==> src/rtl/input_debounce_if.sv <==
// Signal bundle between the raw button side and the debounced consumer side.
// The master drives the raw input and the glitch clear; the slave returns the debounced result.
interface input_debounce_if #(
  parameter int CNT_W = 8
);
  logic             btn;
  logic             clr_glitch;
  logic             a;
  logic             rise;
  logic             fall;
  logic [CNT_W-1:0] glitches;

  modport master (
    output btn, clr_glitch,
    input  a, rise, fall, glitches
  );

  modport slave (
    input  btn, clr_glitch,
    output a, rise, fall, glitches
  );
endinterface

==> src/rtl/input_debounce.sv <==
// Push-button debouncer: two-flop synchronizer feeding a four-state FSM that accepts a level
// only after DEBOUNCE_CYCLES consecutive equal samples, with edge pulses and a glitch counter.
module input_debounce #(
  parameter int DEBOUNCE_CYCLES = 4,
  parameter int CNT_W           = 8
) (
  input logic             clk,
  input logic             reset,
  input_debounce_if.slave bus
);

  typedef enum logic [1:0] {LO, WAIT_HI, HI, WAIT_LO} state_t;

  localparam logic [7:0] LAST = 8'(DEBOUNCE_CYCLES - 1);

  logic             sync_p0;
  logic             btn_s;
  state_t           state, state_nxt;
  logic [7:0]       cnt, cnt_nxt;
  logic             a_q, a_nxt;
  logic             rise_q, rise_nxt;
  logic             fall_q, fall_nxt;
  logic             glitch_evt;
  logic [CNT_W-1:0] glitches_q, glitches_nxt;

  function automatic logic [CNT_W-1:0] sat_inc(input logic [CNT_W-1:0] v);
    return (&v) ? v : v + CNT_W'(1);
  endfunction

  // Stage p0/p1: synchronizer, the only place btn is sampled
  always_ff @(posedge clk or posedge reset) begin
    if (reset) begin
      sync_p0 <= 1'b0;
      btn_s   <= 1'b0;
    end else begin
      sync_p0 <= bus.btn;
      btn_s   <= sync_p0;
    end
  end

  // Stage p2: FSM decision on btn_s and the current state only
  always_comb begin
    state_nxt  = state;
    cnt_nxt    = cnt;
    glitch_evt = 1'b0;
    case (state)
      LO: begin
        if (btn_s) begin
          state_nxt = WAIT_HI;
          cnt_nxt   = 8'd1;
        end
      end
      WAIT_HI: begin
        if (!btn_s) begin
          state_nxt  = LO;
          cnt_nxt    = 8'd0;
          glitch_evt = 1'b1;
        end else if (cnt == LAST) begin
          state_nxt = HI;
          cnt_nxt   = 8'd0;
        end else begin
          cnt_nxt = cnt + 8'd1;
        end
      end
      HI: begin
        if (!btn_s) begin
          state_nxt = WAIT_LO;
          cnt_nxt   = 8'd1;
        end
      end
      WAIT_LO: begin
        if (btn_s) begin
          state_nxt  = HI;
          cnt_nxt    = 8'd0;
          glitch_evt = 1'b1;
        end else if (cnt == LAST) begin
          state_nxt = LO;
          cnt_nxt   = 8'd0;
        end else begin
          cnt_nxt = cnt + 8'd1;
        end
      end
      default: begin
        state_nxt = LO;
        cnt_nxt   = 8'd0;
      end
    endcase

    a_nxt    = (state_nxt == HI) || (state_nxt == WAIT_LO);
    rise_nxt = (state == WAIT_HI) && (state_nxt == HI);
    fall_nxt = (state == WAIT_LO) && (state_nxt == LO);

    // Clear takes priority over a same-cycle glitch
    if (bus.clr_glitch)
      glitches_nxt = '0;
    else if (glitch_evt)
      glitches_nxt = sat_inc(glitches_q);
    else
      glitches_nxt = glitches_q;
  end

  always_ff @(posedge clk or posedge reset) begin
    if (reset) begin
      state      <= LO;
      cnt        <= 8'd0;
      a_q        <= 1'b0;
      rise_q     <= 1'b0;
      fall_q     <= 1'b0;
      glitches_q <= '0;
    end else begin
      state      <= state_nxt;
      cnt        <= cnt_nxt;
      a_q        <= a_nxt;
      rise_q     <= rise_nxt;
      fall_q     <= fall_nxt;
      glitches_q <= glitches_nxt;
    end
  end

  assign bus.a        = a_q;
  assign bus.rise     = rise_q;
  assign bus.fall     = fall_q;
  assign bus.glitches = glitches_q;

endmodule

==> src/flat_wrapper.sv <==
// flat-port wrapper written by rule: the top's interface ports become plain ports
module input_debounce_flat 
#(
  parameter int DEBOUNCE_CYCLES = 4,
  parameter int CNT_W           = 8
)
  (clk, reset, bus_btn, bus_clr_glitch, bus_a, bus_rise, bus_fall, bus_glitches);
  input_debounce_if #(.CNT_W(CNT_W)) bus_i ();
  input logic clk;
  input logic reset;
  input wire logic [$bits(bus_i.btn)-1:0] bus_btn;
  input wire logic [$bits(bus_i.clr_glitch)-1:0] bus_clr_glitch;
  output wire logic [$bits(bus_i.a)-1:0] bus_a;
  output wire logic [$bits(bus_i.rise)-1:0] bus_rise;
  output wire logic [$bits(bus_i.fall)-1:0] bus_fall;
  output wire logic [$bits(bus_i.glitches)-1:0] bus_glitches;
  assign bus_i.btn = bus_btn;
  assign bus_i.clr_glitch = bus_clr_glitch;
  assign bus_a = bus_i.a;
  assign bus_rise = bus_i.rise;
  assign bus_fall = bus_i.fall;
  assign bus_glitches = bus_i.glitches;
  input_debounce #(.DEBOUNCE_CYCLES(DEBOUNCE_CYCLES), .CNT_W(CNT_W)) u_core (.clk(clk), .reset(reset), .bus(bus_i));
endmodule
==> config.mk <==
export PLATFORM = sky130hd
export DESIGN_NAME = input_debounce_flat
export DESIGN_NICKNAME = d
export VERILOG_FILES = /design/src/rtl/input_debounce_if.sv /design/src/rtl/input_debounce.sv /design/src/flat_wrapper.sv
export SDC_FILE = /design/constraint.sdc
export NUM_CORES = 1
export LEC_CHECK = 0
export ABC_AREA = 1
export CORE_MARGIN = 4
export CORE_UTILIZATION = 45
export DETAILED_ROUTE_END_ITERATION = 7
export GPL_ROUTABILITY_DRIVEN = 0
export PLACE_DENSITY_LB_ADDON = 0.1
export RECOVER_POWER = 25
export SLEW_MARGIN = 20
export SYNTH_ARGS = -nofsm -noshare
export SYNTH_HDL_FRONTEND = slang
export SYNTH_SLANG_ARGS = --single-unit
==> constraint.sdc <==
create_clock -name clk -period 1.7 [get_ports clk]
set_clock_uncertainty 0.05 [all_clocks]
set_input_delay 0.17 -clock clk [delete_from_list [all_inputs] [get_ports clk]]
set_output_delay 0.17 -clock clk [all_outputs]
set_load 0.005 [all_outputs]
Word-level counts from Yosys, hierarchy flattened

Cells that the tools add are included.

Bits in registers: 23
Output and inout bits: 11

$add $sub $neg: 2
Equal/unequal tests: 9
Mux-type cells: 19
Reduce and logical (&&, ||, !) cells: 9

Operators by type and width:

| operator                                                        | count |
|---|---|
| 8-bit 2-to-1 mux                                                | 8 |
| 8-bit case mux with 4 select lines                              | 1 |
| 8-bit by 1-bit adder with 8-bit output, second input constant   | 2 |
| 2-bit 2-to-1 mux                                                | 6 |
| 2-bit == test, second input constant                            | 4 |
| 8-bit by 2-bit == test with 1-bit output, second input constant | 1 |
| 2-bit case mux with 4 select lines                              | 1 |
| 8-bit AND reduction                                             | 1 |
| 2-bit logical NOT                                               | 2 |
| 2-bit != test, second input constant                            | 2 |
| 2-bit AND reduction                                             | 2 |
| 2-bit by 1-bit == test with 1-bit output, second input constant | 1 |
| 1-bit logical AND                                               | 2 |
| 1-bit 2-to-1 mux                                                | 2 |
| 2-bit by 1-bit != test with 1-bit output, second input constant | 1 |
| 1-bit case mux with 2 select lines                              | 1 |
| 2-bit nonzero test                                              | 1 |
| 1-bit logical OR                                                | 1 |

Depth between registers and ports, before layout

Word-level depth: 6
Depth in mapped cells: 8
Depth with buffers taken out: 8

Worst setup path after synthesis

Ideal clock, no wire load.

Kind: register to register
Start: register u_core.glitches_q[0], in the netlist u_core.bus.glitches[0]
End: register u_core.glitches_q[4], in the netlist u_core.bus.glitches[4]
Setup time: 0.126 ns
Arrival time: 1.198 ns
Path slack: 0.326 ns
Stages on the path, launching flop included: 9
Period minus slack after synthesis: 1.374 ns
Cell sequence: dfrtp_1 -> ha_1 -> nand2_1 -> nor2_4 -> nand3_2 -> nand2_4 -> buf_6 -> nand2_1 -> o21ai_0

Longest elaborated chain between the ends: 4
Elaborated cells on any way between the ends: 7
Those cells by class: 1 x add/sub; 1 x eq/ne; 3 x mux; 2 x reduce/logical

Ends and longest elaborated chain:

| what                                   | RTL line              | source |
|---|---|---|
| start, declared                        | input_debounce.sv:24  | `logic [CNT_W-1:0] glitches_q, glitches_nxt;` |
| start signal, assigned                 | input_debounce.sv:116 | `glitches_q <= glitches_nxt;` |
| 8-bit by 1-bit adder with 8-bit output | input_debounce.sv:27  | `return (&v) ? v : v + CNT_W'(1);` |
| 8-bit 2-to-1 mux                       | input_debounce.sv:27  |  |
| 8-bit 2-to-1 mux                       | input_debounce.sv:96  | `else if (glitch_evt)` |
| 8-bit 2-to-1 mux                       | input_debounce.sv:94  | `if (bus.clr_glitch)` |

Several ways; a longest one is shown, not always the timed one. The select of a mux whose other input is x is not followed.
A chain may end at the register's enable or synchronous reset.

Final worst setup path

Start: register u_core.glitches_q[3], in the netlist u_core.bus.glitches[3]
End: output port bus_glitches[3]

RTL lines:

| what          | RTL line           | source |
|---|---|---|
| end, declared | flat_wrapper.sv:16 | `output wire logic [$bits(bus_i.glitches)-1:0] bus_glitches;` |

No word-level cell between the ends.

==> impl_metrics.ini <==
[sta]
min_period_ns = 1.62
hold_violations = 0
fmax_ghz = 0.618
period_share_pct = 95.2
setup_viol = 0
setup_tns_ns = 0
timing.slew.headroom_pct = 71.2
slew_viol_final = 0
rsz0062_at_grt = no
max_slew.worst_pin.slew_ns = 0.432

[synthesis]
synth_nets = 162
ys_warn_count = 0
avgSynthCellArea_sq_um = 7.85
syn_inst = 156
synth.cell_area_sq_um = 1220
yosysSeqAreaShare_pct = 47.0
ys_types = 23
synth_most_common_cell = nand2_1
synth_edf_count = 0
yosys-top-cells-area = dfrtp_1, nand2_1, nand3_1
synth_flop_cell = dfrtp_1
netlist.area_leader.share_pct = 47.0
netlist_top_cells_count = nand2_1, dfrtp_1, nand3_1, inv_1, nor2_1
synth_top_area_cell = dfrtp_1
synthArstFlopShare_pct = 100
synth_seq_cells = 23

[clock_network]
cts_sinks = 23
clk_pin_slew_ns = 0.14
ctsRootBufferMaster = clkbuf_4
clockBufferDepth = 2
cts_hold_buf = 0
cts_resized = 0
clk_latency_ns = 0.33
post-cts-setup-buffer-count = 0
cts-buffers-inserted = 3
cts_tree = yes
htreeDepth = 1

[critical_path]
ff2ff_path_depth = 6
crit_path_max_incr_delay_ns = 0.56
arrival_ns = 1.40
cpLargestDelayFamily = buffers and inverters
cp_cell_sequence = clkdlybuf4s50_1
startpoint = u_core.bus.glitches[3]$_DFFE_PP0P_
crit_fanout = 7
cp_num_buf_inv = 1
critPathCaptureType = output port
start_kind = flip-flop
r2r_end = u_core.bus.glitches[1]$_DFFE_PP0P_
path_class = flip-flop to output port
critPathRequiredTime_ns = 1.48
r2r-start = u_core.bus.glitches[0]$_DFFE_PP0P_
ff2ff_setup_slack_ns = 0.25
crit_path_top_delay_cell = clkdlybuf4s50_1

[global_routing]
grt_pass1_wl_mm = 4.42
grt_pass1_vias = 975
overflow = 0
grt_max_degree = 16
antenna_found_initial = 0
grt.total_usage_pct = 16.3

[route]
num_vias = 1031
drtIter0Drc = 45
finalWirelength_mm = 2.47
antenna_left = 0
dr.pass1.iters = 4
via_per_inst = 5.03
wl_per_cell_microns = 12.0
drc_errors = 0

[cells_and_area]
syn2layout_area_growth_pct = 17.2
finalNetCount = 182
n_antenna_cell = 0
fin_cells = 205
fin_area_sq_um = 1440
layout-drive-gt1-share_pct = 8.57
fillers = 244

[die]
die_y_microns = 60.2
die_area_sq_um = 3620
pin_count = 15
die_w_microns = 60.2
start_util_pct = 48.1
core-area_sq_um = 2540
rows = 18

[placed_design]
place_area_sq_um = 1410
port_buffers = 14
dpl.hpwl_mm = 1.87
dp_cells = 201

[outcome]
status = finished clean

[pwr]
cellPowerDensity_nw_per_um2 = 1020
ir_drop_mv = 0.672
leakage_nw = 0.692

[hold_path]
hp-class = primary input to asynchronous set/reset pin

[job]
drv_cap = 0
## cell type report
class | count | area, sq um | share of cell area, %
sequential | 23 | 576 | 40.1
multi-input combinational | 114 | 569 | 39.7
timing repair buffer | 17 | 159 | 11.1
inverter | 17 | 63.8 | 4.45
tap | 30 | 37.5 | 2.62
clock buffer | 3 | 22.5 | 1.57
clock inverter | 1 | 7.51 | 0.523
## placed cells by master (no fill, tap or decap), types with 2 or more instances in the layout
| cell | netlist | routed |
|---|---|---|
| buf_4 | 0 | 2 |
| xor2_1 | 5 | 5 |
| inv_2 | 2 | 2 |
| ha_1 | 2 | 2 |
| dfrtp_1 | 23 | 23 |
| nor2_1 | 12 | 12 |
| o21bai_1 | 3 | 3 |
| nand2_1 | 52 | 52 |
| nand3_1 | 18 | 18 |
| inv_1 | 15 | 15 |
| o21ai_0 | 3 | 3 |
| nor2_2 | 2 | 2 |
| clkbuf_4 | 0 | 3 |
| dlygate4sd3_1 | 0 | 2 |
| clkdlybuf4s50_1 | 0 | 12 |
| o21ai_1 | 7 | 7 |
| nand3_2 | 2 | 2 |
## metrics by stage
step                      power (mW)  setup slack (ns)  hold WS (ns)  util [%]
after detailed placement        1.19             0.254         0.290      55.4
after global routing            1.58            0.0338         0.185      56.4
after global placement          1.18             0.316         0.290      55.4
after CTS                       1.48            0.0533        0.0321      56.5
after floorplan                 1.04             0.326         0.122         -
final                           1.46            0.0812         0.151      56.4
## layer usage
| metal | vias to the layer above | global-route usage (%) | wire (microns) |
|---|---|---|---|
| li1 | 534 | - | - |
| met1 | 471 | 21.7 | 1160 |
| met2 | 21 | 25.2 | 1160 |
| met3 | 5 | 3.46 | 107 |
| met4 | 0 | 7.28 | 41 |
| met5 | - | 0 | 0 |
## kinds of logic after synthesis
logic type / Yosys count / share of synthesized area (%)
buffers and inverters: 19 / 6.54
and+or+nand+nor: 90 / 32.4
muxes: 1 / 0.817
adders and majority gates: 2 / 2.04
xor gates and xnor gates: 5 / 3.57
AOI/OAI and AO/OA: 16 / 7.66
DFF: 23 / 47.0
## how the worst max path moves through the flow
stage,to,slack [ns],cells past startpoint
CTS,bus_glitches[3],0.05,1
global route,bus_glitches[3],0.03,1
floorplan,u_core.bus.glitches[4]$_DFFE_PP0P_,0.33,8
detailed placement,u_core.bus.glitches[1]$_DFFE_PP0P_,0.25,6
global placement,u_core.bus.glitches[1]$_DFFE_PP0P_,0.32,6
finish,bus_glitches[3],0.08,1
## registers in the layout, indices dropped and copies added, names as in the netlist
register,flops
u_core.bus.glitches,8
u_core.btn_s,1
u_core.state,2
u_core.bus.fall,1
u_core.cnt,8
u_core.bus.rise,1
u_core.sync_p0,1
u_core.bus.a,1
## where the power goes
group | internal (mW) | total (mW) | switching, mW
Sequential | 0.636 | 0.745 | 0.110
Clock | 0.0900 | 0.276 | 0.186
Combinational | 0.190 | 0.436 | 0.246
Total | 0.916 | 1.46 | 0.541
No activity file was read; power rests on OpenSTA's default activity.
